File: src/rtl/image_ram_write_arbiter.sv
// Round-robin arbiter sharing the image RAM write port between NUM_LANES PE result streams.
// Optional feature macro: IMAGE_RAM_ARB_BOUNDS_CHECK_EN drops out-of-range entries at push and flags them.
module image_ram_write_arbiter #(
    parameter int NUM_LANES    = 4,
    parameter int ADDR_W       = 16,
    parameter int DATA_W       = 8,
    parameter int FIFO_DEPTH   = 4,
    parameter int NO_OF_PIXELS = 4096
) (
    input  logic                          clk,
    input  logic                          reset,
    input  logic                          start,
    input  logic [NUM_LANES-1:0]          lane_valid,
    output logic [NUM_LANES-1:0]          lane_ready,
    input  logic [NUM_LANES*ADDR_W-1:0]   lane_addr,
    input  logic [NUM_LANES*DATA_W-1:0]   lane_val,
    input  logic [NUM_LANES-1:0]          lane_last,
    input  logic                          ir_enable,
    output logic                          ir_kick,
    output logic                          ir_done,
    output logic [ADDR_W-1:0]             ir_addr,
    output logic [DATA_W-1:0]             ir_val,
    output logic                          busy,
    output logic                          err_oob
);
    localparam int PTR_W   = $clog2(FIFO_DEPTH);
    localparam int LANE_W  = $clog2(NUM_LANES);
    localparam int ENTRY_W = ADDR_W + DATA_W;
    localparam logic [PTR_W:0] FULL_COUNT = (PTR_W + 1)'(FIFO_DEPTH);

    if (NUM_LANES < 2 || NUM_LANES > 8 || FIFO_DEPTH < 2 ||
        (FIFO_DEPTH & (FIFO_DEPTH - 1)) != 0 ||
        64'(NO_OF_PIXELS) > (64'd1 << ADDR_W)) begin : g_param_check
        $error("image_ram_write_arbiter: unsupported parameter set");
    end

    typedef enum logic [2:0] {ST_IDLE, ST_KICK, ST_RUN, ST_DRAIN, ST_DONE} state_t;

    state_t                 state_reg, state_next;
    logic [NUM_LANES-1:0]   last_seen_reg, last_seen_next;
    logic [LANE_W-1:0]      rr_ptr_reg;
    logic [NUM_LANES-1:0]   full, empty, accept, drop, push, pop;
    logic [ENTRY_W-1:0]     head [NUM_LANES];
    logic                   win_found, issue;
    logic [LANE_W-1:0]      win_idx;

`ifdef IMAGE_RAM_ARB_BOUNDS_CHECK_EN
    localparam logic [ADDR_W:0] PIXEL_LIMIT = (ADDR_W + 1)'(NO_OF_PIXELS);
`endif

    genvar gi;
    generate
        for (gi = 0; gi < NUM_LANES; gi++) begin : g_lane
            logic [ENTRY_W-1:0] mem [FIFO_DEPTH];
            logic [PTR_W-1:0]   wr_ptr_reg, rd_ptr_reg;
            logic [PTR_W:0]     count_reg;
            logic [ADDR_W-1:0]  addr;

            assign addr           = lane_addr[gi*ADDR_W +: ADDR_W];
            assign full[gi]       = (count_reg == FULL_COUNT);
            assign empty[gi]      = (count_reg == '0);
            assign lane_ready[gi] = (state_reg == ST_RUN) && !full[gi];
            assign accept[gi]     = lane_valid[gi] && lane_ready[gi];
`ifdef IMAGE_RAM_ARB_BOUNDS_CHECK_EN
            assign drop[gi]       = accept[gi] && ({1'b0, addr} >= PIXEL_LIMIT);
`else
            assign drop[gi]       = 1'b0;
`endif
            assign push[gi]       = accept[gi] && !drop[gi];
            assign pop[gi]        = issue && (win_idx == LANE_W'(gi));
            assign head[gi]       = mem[rd_ptr_reg];

            always_ff @(posedge clk) begin
                if (push[gi]) begin
                    mem[wr_ptr_reg] <= {addr, lane_val[gi*DATA_W +: DATA_W]};
                end
            end

            always_ff @(posedge clk) begin
                if (reset) begin
                    wr_ptr_reg <= '0;
                    rd_ptr_reg <= '0;
                    count_reg  <= '0;
                end else begin
                    if (push[gi]) wr_ptr_reg <= wr_ptr_reg + 1'b1;
                    if (pop[gi])  rd_ptr_reg <= rd_ptr_reg + 1'b1;
                    case ({push[gi], pop[gi]})
                        2'b10:   count_reg <= count_reg + 1'b1;
                        2'b01:   count_reg <= count_reg - 1'b1;
                        default: count_reg <= count_reg;
                    endcase
                end
            end
        end
    endgenerate

    // First non-empty lane at or after the round-robin pointer, wrapping.
    always_comb begin
        int j;
        j         = 0;
        win_found = 1'b0;
        win_idx   = '0;
        for (int k = 0; k < NUM_LANES; k++) begin
            j = int'(rr_ptr_reg) + k;
            if (j >= NUM_LANES) j = j - NUM_LANES;
            if (!win_found && !empty[LANE_W'(j)]) begin
                win_found = 1'b1;
                win_idx   = LANE_W'(j);
            end
        end
    end

    assign issue = ((state_reg == ST_RUN) || (state_reg == ST_DRAIN)) && ir_enable && win_found;

    always_ff @(posedge clk) begin
        if (reset) begin
            rr_ptr_reg <= '0;
            ir_addr    <= '1;
            ir_val     <= '0;
        end else if (issue) begin
            rr_ptr_reg <= (win_idx == LANE_W'(NUM_LANES - 1)) ? '0 : win_idx + 1'b1;
            ir_addr    <= head[win_idx][ENTRY_W-1:DATA_W];
            ir_val     <= head[win_idx][DATA_W-1:0];
        end else begin
            ir_addr    <= '1;
            ir_val     <= '0;
        end
    end

    always_ff @(posedge clk) begin
        if (reset) begin
            state_reg     <= ST_IDLE;
            last_seen_reg <= '0;
        end else begin
            state_reg     <= state_next;
            last_seen_reg <= last_seen_next;
        end
    end

    // DONE waits for the output register to return to the sentinel so the last write is not cut off.
    always_comb begin
        state_next     = state_reg;
        last_seen_next = last_seen_reg;
        case (state_reg)
            ST_IDLE: begin
                last_seen_next = '0;
                if (start) state_next = ST_KICK;
            end
            ST_KICK:  state_next = ST_RUN;
            ST_RUN: begin
                last_seen_next = last_seen_reg | lane_last;
                if (&last_seen_reg) state_next = ST_DRAIN;
            end
            ST_DRAIN: begin
                if ((&empty) && (ir_addr == '1)) state_next = ST_DONE;
            end
            ST_DONE:  state_next = ST_IDLE;
            default:  state_next = ST_IDLE;
        endcase
    end

    assign ir_kick = (state_reg == ST_KICK);
    assign ir_done = (state_reg == ST_DONE);
    assign busy    = (state_reg != ST_IDLE);

`ifdef IMAGE_RAM_ARB_BOUNDS_CHECK_EN
    logic [15:0] oob_count;
    logic        err_oob_reg;
    logic [16:0] oob_sum;

    always_comb begin
        oob_sum = {1'b0, oob_count};
        for (int k = 0; k < NUM_LANES; k++) begin
            oob_sum = oob_sum + {16'b0, drop[k]};
        end
    end

    always_ff @(posedge clk) begin
        if (reset) begin
            oob_count   <= '0;
            err_oob_reg <= 1'b0;
        end else begin
            if (|drop) err_oob_reg <= 1'b1;
            oob_count <= oob_sum[16] ? 16'hFFFF : oob_sum[15:0];
        end
    end

    assign err_oob = err_oob_reg;
`else
    assign err_oob = 1'b0;
`endif

endmodule

File: config.mk
export PLATFORM = sky130hd
export DESIGN_NAME = image_ram_write_arbiter
export DESIGN_NICKNAME = d
export VERILOG_FILES = /design/src/rtl/image_ram_write_arbiter.sv
export SDC_FILE = /design/constraint.sdc
export NUM_CORES = 1
export LEC_CHECK = 0
export ABC_AREA = 1
export CORE_MARGIN = 1
export CORE_UTILIZATION = 58
export DETAILED_ROUTE_END_ITERATION = 8
export PLACE_DENSITY = 0.76
export SYNTH_ARGS = -nofsm -noshare
export SYNTH_HDL_FRONTEND = slang
export SYNTH_SLANG_ARGS = --single-unit
File: constraint.sdc
create_clock -name clk -period 3.34 [get_ports clk]
set_input_delay 1.002 -clock clk [delete_from_list [all_inputs] [get_ports clk]]
set_output_delay 1.002 -clock clk [all_outputs]
set_load 0.01 [all_outputs]
# == Word-level counts from Yosys, hierarchy flattened ==
# Memory sizes are Yosys's and may differ from the RTL's. A register that Yosys moved wholly into a read port is not among the register bits.
# Cells that the tools add are included.
# classes
add_sub_neg,24
n_lt_le_gt_ge,9
n_eq_ne,23
n_mux,53
n_bitwise,3
reduce_logical,44
# op_table
op,count
binary-select mux 24 bit (select 2 bit),1
2-to-1 mux 24 bit,2
2-to-1 mux 2 bit,17
one-hot mux 3 bit (2 select lines),4
2-to-1 mux 1 bit,20
"adder 2 x 1 -> 2 bit, second input constant",9
logical AND 1 bit,18
"== test 16 bit, second input constant",1
"less-than comparator 2 x 4 -> 1 bit, second input constant",4
"== test 3 bit, second input constant",5
logical NOT 3 bit,5
"adder 3 x 1 -> 3 bit, second input constant",4
"== test 2 bit, second input constant",6
"greater-or-equal comparator 3 bit, second input constant",4
one-hot mux 3 bit (4 select lines),1
"subtractor 3 x 1 -> 3 bit, second input constant",4
"== test 2 x 1 -> 1 bit, second input constant",5
nonzero test 2 bit,5
logical NOT 1 bit,9
2-to-1 mux 3 bit,3
binary-select mux 1 bit (select 2 bit),4
one-hot mux 4 bit (2 select lines),1
AND reduction 4 bit,2
"subtractor 2 x 1 -> 2 bit, second input constant",4
other kinds (15),18
# word_totals
register_bits,61
mem_bits_rw,384
out_inout_bits,32
elab_cells,177
mem_count,4
# memory_table
memory,depth,width,read_ports,rd_ports_with_merged_regs,write_ports,line_no,text
g_lane[0].mem,4,24,1,1,1,54,logic [ENTRY_W-1:0] mem [FIFO_DEPTH];
g_lane[1].mem,4,24,1,1,1,54,
g_lane[2].mem,4,24,1,1,1,54,
g_lane[3].mem,4,24,1,1,1,54,

# == Longest topological paths before layout ==
# Gate-level depths: netlist (run 1).
# logic_depth
ltp_word,19
ltp_mapped,19

# == Worst setup path before layout (run 1) ==
# Ideal clock, no wire load.
# synth_path
kind,reg-to-reg
start,register state_reg[0]
end,"memory g_lane[0].mem[0][0] (netlist name), enable pin"
t_arrival_ns,2.392
t_required_ns,2.935
path_slack_ns,0.543
stages_incl_launch_ff,8
n_path_buf,0
cell_sequence,dfxtp_1 > nor2_1 > inv_1 > nor2_1 > inv_1 > a21oi_1 > nand2_1 > nor2_1
# synth_via
elab_chain_len,5
# synth_rtl
element,line_no,text
from (decl),39,"state_t state_reg, state_next;"
from (signal assigned),135,state_reg <= state_next;
== test 3 x 2 -> 1 bit,62,assign lane_ready[gi] = (state_reg == ST_RUN) && !full[gi];
logical AND 1 bit,62,
via lane_ready[0],14,"output logic [NUM_LANES-1:0] lane_ready,"
logical AND 1 bit,63,assign accept[gi] = lane_valid[gi] && lane_ready[gi];
2-to-1 mux 1 bit,74,if (push[gi]) begin
2-to-1 mux 1 bit (not written as such),75,"mem[wr_ptr_reg] <= {addr, lane_val[gi*DATA_W +: DATA_W]};"
to (decl),54,
# The timed path passes the listed nets, and every way through them passes these cells.

# == Worst setup path in the final report (run 1) ==
# layout_path
start,register state_reg[2]
end,output port lane_ready[2]
# layout_via
elab_chain_len,2
# layout_rtl
element,line_no
== test 3 x 2 -> 1 bit,62
logical AND 1 bit,62
to (decl),14
# Every way passes these cells.

==> flow_summary.toml, run 1 <==
[timing]
fin_hold_ws_ns = 0.474
finalHoldViolations = 0
slew_violations = 0
post-route-period-util_pct = 96.6
maxSlewHeadroom_pct = 43.4
setup_viol = 0
fin_skew_ns = 0.0304
fmax_ghz = 0.310
fin_crit_ns = 3.23
tightest_slew_ns = 0.848

[grt]
grt_use_total_pct = 27.3
overflow = 0
grt_max_degree = 49
grt_pass1_vias = 12000
grt_first_pass_wirelength_um = 65300
antenna_found_initial = 0

[clock_tree]
post-cts-setup-buffer-count = 0
clock_sinks = 453
clk_latency_ns = 0.55
cts_tree = "yes"
cts_buffers = 45
htree_levels = 2
cts.path.max_buffers = 3
clk_pin_slew_worst_paths_ns = 0.06
root_buffer = "clkbuf_16"

[placed_design]
hpwl_um = 27100
gp_congestion = 0.864
io_buffers = 138

[power_and_ir_drop]
leakagePower_nw = 7.67
peakVddDrop_mv = 0.530
power_mw = 15.2
power_density_mw_per_mm2 = 707

[routing]
topRoutingLayerUsed = "met4"
wl_met1_um = 17200
wl_met2_um = 20600
routed_via_density = 5.87
first_iter_violations = 1382
ant_nets = 0
drt-total-wl_um = 43000
drc = 0
vias = 12500
wire_per_inst_um = 20.1
wl_met3_um = 4010
dr.pass1.iters = 5

[yosys]
ys_warn_count = 0
ys_ff_latch = 453
syn_nets = 1672
netlist_instances = 1540
avgSynthCellArea_um2 = 11.7
ys_types = 29
syn_area_mm2 = 0.0181
synth-seq-area-share_pct = 71.5

[finish]
layout_common_cells = "384 x edfxtp_1, 249 x nor2_1, 216 x o21ai_0, 163 x nand2_1, 138 x clkdlybuf4s50_1"
final_util_pct = 70.4
area_growth_pct = 19.2
finalNetCount = 1834
multiInputGateArea_mm2 = 0.00455
layout_commonest_cell = "edfxtp_1"
diodes = 0
fillerInstances = 2074
seqCellArea_mm2 = 0.0129
drive_gt1_share_pct = 8.63
largest_reg_flops = 384

[run_status]
status = "finished, final reports clean"

[setup_path]
worstPathMaxFanout = 6
endpoint = "lane_ready[2]"
reg2reg_slack_ns = 0.36
crit_required_ns = 2.34
r2r_end = "g_lane[1].count_reg[2]$_SDFFE_PP0P_"
setup.worst_path.start = "state_reg[2]$_SDFFE_PP0P_"
start_kind = "flop"
critPathKind = "reg2out"
rr_worst_depth = 18
r2r-start = "g_lane[3].count_reg[1]$_SDFFE_PP0P_"
crit_arrival_ns = 2.22
critPathCaptureType = "output pin"

[floorplan]
die_h_um = 178
die_area_mm2 = 0.0319
num_rows = 64
coreArea_mm2 = 0.0306
initial_utilization_pct = 59.1
ios = 140
fp.dieW_um = 178

[job]
maxCapViolCount = 0

[hold_path]
min_path_type = "reg2reg"
## cells in the mapped netlist
master | n | share of area, %
nand2_1 | 163 | 3.4
buf_6 | 3 | 0.19
or2_2 | 1 | 0.035
nor3_1 | 4 | 0.11
buf_2 | 11 | 0.30
nor2_2 | 2 | 0.069
dfxtp_1 | 69 | 7.6
a21oi_1 | 47 | 1.3
conb_1 | 1 | 0.021
xor2_1 | 4 | 0.19
o22ai_1 | 88 | 3.0
nand3b_1 | 8 | 0.33
o21ai_1 | 1 | 0.028
o41ai_1 | 1 | 0.048
o21ai_0 | 216 | 6.0
nand4_2 | 1 | 0.069
edfxtp_1 | 384 | 64
nand2_2 | 3 | 0.10
clkbuf_1 | 63 | 1.3
nor2_4 | 1 | 0.062
ha_1 | 20 | 1.4
fa_1 | 4 | 0.44
inv_1 | 84 | 1.7
buf_4 | 1 | 0.042
nand4_1 | 19 | 0.66
nor2_8 | 1 | 0.11
nor2_1 | 266 | 5.5
nand3_1 | 70 | 1.9
inv_2 | 4 | 0.083
## layout make-up
type / instances / area share [%]
timing repair buffer: 193 / 8.33
inverter: 88 / 1.53
clock buffer: 55 / 5.50
clock inverter: 28 / 1.26
tap: 396 / 2.30
multi-input combinational: 921 / 21.1
sequential: 453 / 59.9
## cells by family (layout without fill, tap and decap cells)
| kind of cell | after synthesis | after routing | synth area share (%) |
|---|---|---|---|
| adders and majority gates | 24 | 24 | 1.83 |
| AOI/OAI and AO/OA | 353 | 353 | 10.4 |
| DFF | 453 | 453 | 71.5 |
| buffers and inverters | 166 | 364 | 3.67 |
| and+or+nand+nor | 539 | 539 | 12.4 |
| xor gates and xnor gates | 4 | 4 | 0.194 |
| other | 1 | 1 | 0.0208 |
## critical path, cell delays in order (launching register included)
cell,delay (ns)
dfxtp_1,0.36
nor2_4,0.16
inv_1,0.07
nor2_1,0.15
inv_1,0.14
a21oi_1,0.23
clkdlybuf4s50_1,0.58
## layer usage
layer / vias to the layer above / GRT usage, %
li1: 5793 / -
met1: 6029 / 38.8
met2: 639 / 43.4
met3: 72 / 3.82
met4: 0 / 9.46
met5: - / 0
## power breakdown
group | leakage [nW] | total [mW] | internal [mW] | switching [mW]
Clock | 0.706 | 4.97 | 2.91 | 2.05
Sequential | 4.02 | 6.62 | 6.49 | 0.128
Combinational | 2.94 | 3.64 | 1.10 | 2.54
## metrics by stage
step                      setup WS, ns  cell area, um^2  instances   TNS, ns
after floorplan                  0.543            18100       1540         0
after global placement          0.0376            20100       2051         0
after detailed placement       -0.0399            20100       2051   -0.0399
after CTS                       0.0697            21500       2134         0
after global routing          -0.00123            21500       2134  -0.00123
final                            0.114            21500       2134         0
## how the worst min path moves through the flow
stage / endpoint / cells past startpoint / slack (ns) / startpoint
floorplan: last_seen_reg[0]$_SDFFE_PP0P_ / 2 / 0.44 / last_seen_reg[0]$_SDFFE_PP0P_
global placement: last_seen_reg[1]$_SDFFE_PP0P_ / 2 / 0.45 / last_seen_reg[1]$_SDFFE_PP0P_
detailed placement: last_seen_reg[3]$_SDFFE_PP0P_ / 2 / 0.46 / last_seen_reg[3]$_SDFFE_PP0P_
CTS: last_seen_reg[3]$_SDFFE_PP0P_ / 2 / 0.47 / last_seen_reg[3]$_SDFFE_PP0P_
global route: last_seen_reg[2]$_SDFFE_PP0P_ / 2 / 0.51 / last_seen_reg[2]$_SDFFE_PP0P_
finish: last_seen_reg[2]$_SDFFE_PP0P_ / 2 / 0.47 / last_seen_reg[2]$_SDFFE_PP0P_
## what timing repair did
item                                   in CTS  in global routing
gates resized for setup                     1                  3
hold buffers                                0                  0
setup endpoints to repair                   4                  4
endpoints found under the hold margin       0                  0
pin swaps                                   0                  0
Note: power is estimated with default switching activity, not from simulation.
==> run 2: changes to the inputs <==
Clock period 3.34 ns to 3.46 ns, I/O delays scaled along.
==> run 2 against run 1 <==
  * Wire length about the same
  * Register-to-register slack improved by 0.04 ns
  * Sequential power decreased by 3.6%
  * Critical path depth unchanged
  * First-iteration DRC count increased by 5.9%
  * Power decreased by 2.7%
  * Count of clock-buffer cells in the layout increased by 11
  * Combinational power decreased by 4%
  * Clock skew increased by 0.00078 ns
  * Via count decreased by 0.42%
  * Worst hold slack about the same
  * Clock power about the same
==> flow_summary.toml, run 2 (synthesis results as in run 1) <==
[setup_path]
cpMostUsedCell = "inv_1"
crit_arrival_ns = 2.23
slowest_delay_ns = 0.58
critPathKind = "reg2out"
reg2reg_slack_ns = 0.40
crit_required_ns = 2.42
r2r_end = "g_lane[1].count_reg[2]$_SDFFE_PP0P_"
critPathCaptureType = "output pin"
worstPathMaxFanout = 6
crit_slowest_cell = "clkdlybuf4s50_1"
rr_worst_depth = 18
start_kind = "flop"
r2r-start = "g_lane[2].count_reg[0]$_SDFFE_PP0P_"
path_cells = "nor2_4, inv_1, nor2_1, inv_1, a21oi_1, clkdlybuf4s50_1"

[job]
maxCapViolCount = 0

[floorplan]
coreArea_mm2 = 0.0306
ios = 140
die_h_um = 178
num_rows = 64
die_area_mm2 = 0.0319
initial_utilization_pct = 59.1
fp.dieW_um = 178

[routing]
routed_via_density = 5.87
first_iter_violations = 1463
vias = 12500
drt-total-wl_um = 43000
ant_nets = 0
dr.pass1.iters = 5
wire_per_inst_um = 20.2
drc = 0

[grt]
grt_util_met2_pct = 42.9
overflow = 0
grt_use_met1_pct = 38.5
grt_max_degree = 50
busiest_layer = "met2"
grt_pass1_vias = 11800
grt_first_pass_wirelength_um = 65100
antenna_found_initial = 0
grt_use_total_pct = 27.4
globalRouteMet3Util_pct = 4.58

[timing]
fin_crit_ns = 3.27
fin_setup_tns_ns = 0
slew_violations = 0
fmax_ghz = 0.306
tightest_slew_ns = 0.922
setup_viol = 0
fin_skew_ns = 0.0312
post-route-period-util_pct = 94.5
worst_slack_ns = 0.189
rsz0062_at_grt = "no"
maxSlewHeadroom_pct = 38.4
finalHoldViolations = 0

[finish]
finalNetCount = 1827
layout_common_cells = "384 x edfxtp_1, 249 x nor2_1, 216 x o21ai_0, 163 x nand2_1, 138 x clkdlybuf4s50_1"
fillerInstances = 2093
seqCellArea_mm2 = 0.0129
layout_commonest_cell = "edfxtp_1"
multiInputGateArea_mm2 = 0.00454
drive_gt1_share_pct = 8.72
largest_reg_flops = 384
area_growth_pct = 19.2
diodes = 0

[clock_tree]
clock_sinks = 453
cts_buffers = 46
root_buffer = "clkbuf_16"
cts.path.max_buffers = 3
post-cts-setup-buffer-count = 0
clk_pin_slew_worst_paths_ns = 0.06
htree_levels = 2
cts_tree = "yes"
clk_latency_ns = 0.55

[power_and_ir_drop]
leakagePower_nw = 7.68
switching_power_mw = 4.57
peakVddDrop_mv = 0.505
clockPowerShare_pct = 33.3
p_int_mw = 10.2
power_density_mw_per_mm2 = 688
combPwrFrac_pct = 23.6
p_sw_share_pct = 30.9
pwr-share-seq_pct = 43.1

[hold_path]
holdCritStartpoint = "last_seen_reg[3]$_SDFFE_PP0P_"
min_path_type = "reg2reg"
whs_path_depth = 2
hold_path_end = "last_seen_reg[3]$_SDFFE_PP0P_"

[placed_design]
hpwl_um = 26700
io_buffers = 138
gp_congestion = 0.832
pre_cts_slack_ns = 0.0394

[run_status]
status = "finished, final reports clean"
[run 2: repair_timing]
item / 4_1_cts / 5_1_grt
hold buffers: 0 / 0
gates cloned: 0 / 0
hold endpoints to repair: 0 / 0
endpoints found under the setup margin: 1 / 3
gates resized for setup: 1 / 2
[run 2: metal layers]
metal	part of all wire, %	routed length (um)
met2	47	20200
met1	40	17200
met5	0	0
met4	3.7	1580
met3	9.4	4040
[run 2: worst max-delay path by stage]
stage	from	end	slack [ns]	cells after the start
6_report	state_reg[2]$_SDFFE_PP0P_	lane_ready[3]	0.19	6
5_1_grt	state_reg[2]$_SDFFE_PP0P_	lane_ready[3]	0.05	6
4_1_cts	state_reg[2]$_SDFFE_PP0P_	lane_ready[2]	0.09	6
3_5_place_dp	ir_enable	g_lane[2].count_reg[2]$_SDFFE_PP0P_	0.04	12
3_3_place_gp	ir_enable	g_lane[2].count_reg[2]$_SDFFE_PP0P_	0.1	12
2_1_floorplan	state_reg[0]$_SDFFE_PP0P_	g_lane[0].mem[0][0]$_DFFE_PP_	0.66	7
[run 2: stage by stage]
| stage | hold WS, ns | power (mW) | instance area (um^2) | utilization [%] | cells |
|---|---|---|---|---|---|
| floorplan | 0.436 | 8.62 | 18100 | - | 1540 |
| global placement | 0.452 | 9.85 | 20000 | 65.4 | 2043 |
| detailed placement | 0.463 | 9.92 | 20000 | 65.4 | 2043 |
| CTS | 0.476 | 14.8 | 21500 | 70.4 | 2127 |
| global route | 0.511 | 15.4 | 21500 | 70.4 | 2127 |
| finish | 0.474 | 14.8 | 21500 | 70.4 | 2127 |
[run 2: power groups by stage]
| stage | logic, mW | clock network, mW | registers [mW] |
|---|---|---|---|
| floorplan | 2.14 | 0 | 6.48 |
| global placement | 3.37 | 0 | 6.48 |
| detailed placement | 3.43 | 0 | 6.49 |
| CTS | 3.46 | 4.97 | 6.38 |
| global route | 3.82 | 5.19 | 6.41 |
| finish | 3.49 | 4.94 | 6.38 |
[run 2: layout make-up]
| type | count | share of cell area, % |
|---|---|---|
| multi-input combinational | 921 | 21.1 |
| inverter | 88 | 1.53 |
| tap | 396 | 2.30 |
| timing repair buffer | 185 | 8.05 |
| sequential | 453 | 60.0 |
| clock inverter | 18 | 0.953 |
| clock buffer | 66 | 6.12 |
[run 2: worst max-delay path, delay by kind of cell (launching register included)]
kind	cells	cell delay, ns
AO/OA/AOI/OAI	1	0.24
AND/OR/NAND/NOR	2	0.30
buffers and inverters	3	0.78
flip-flops	1	0.35
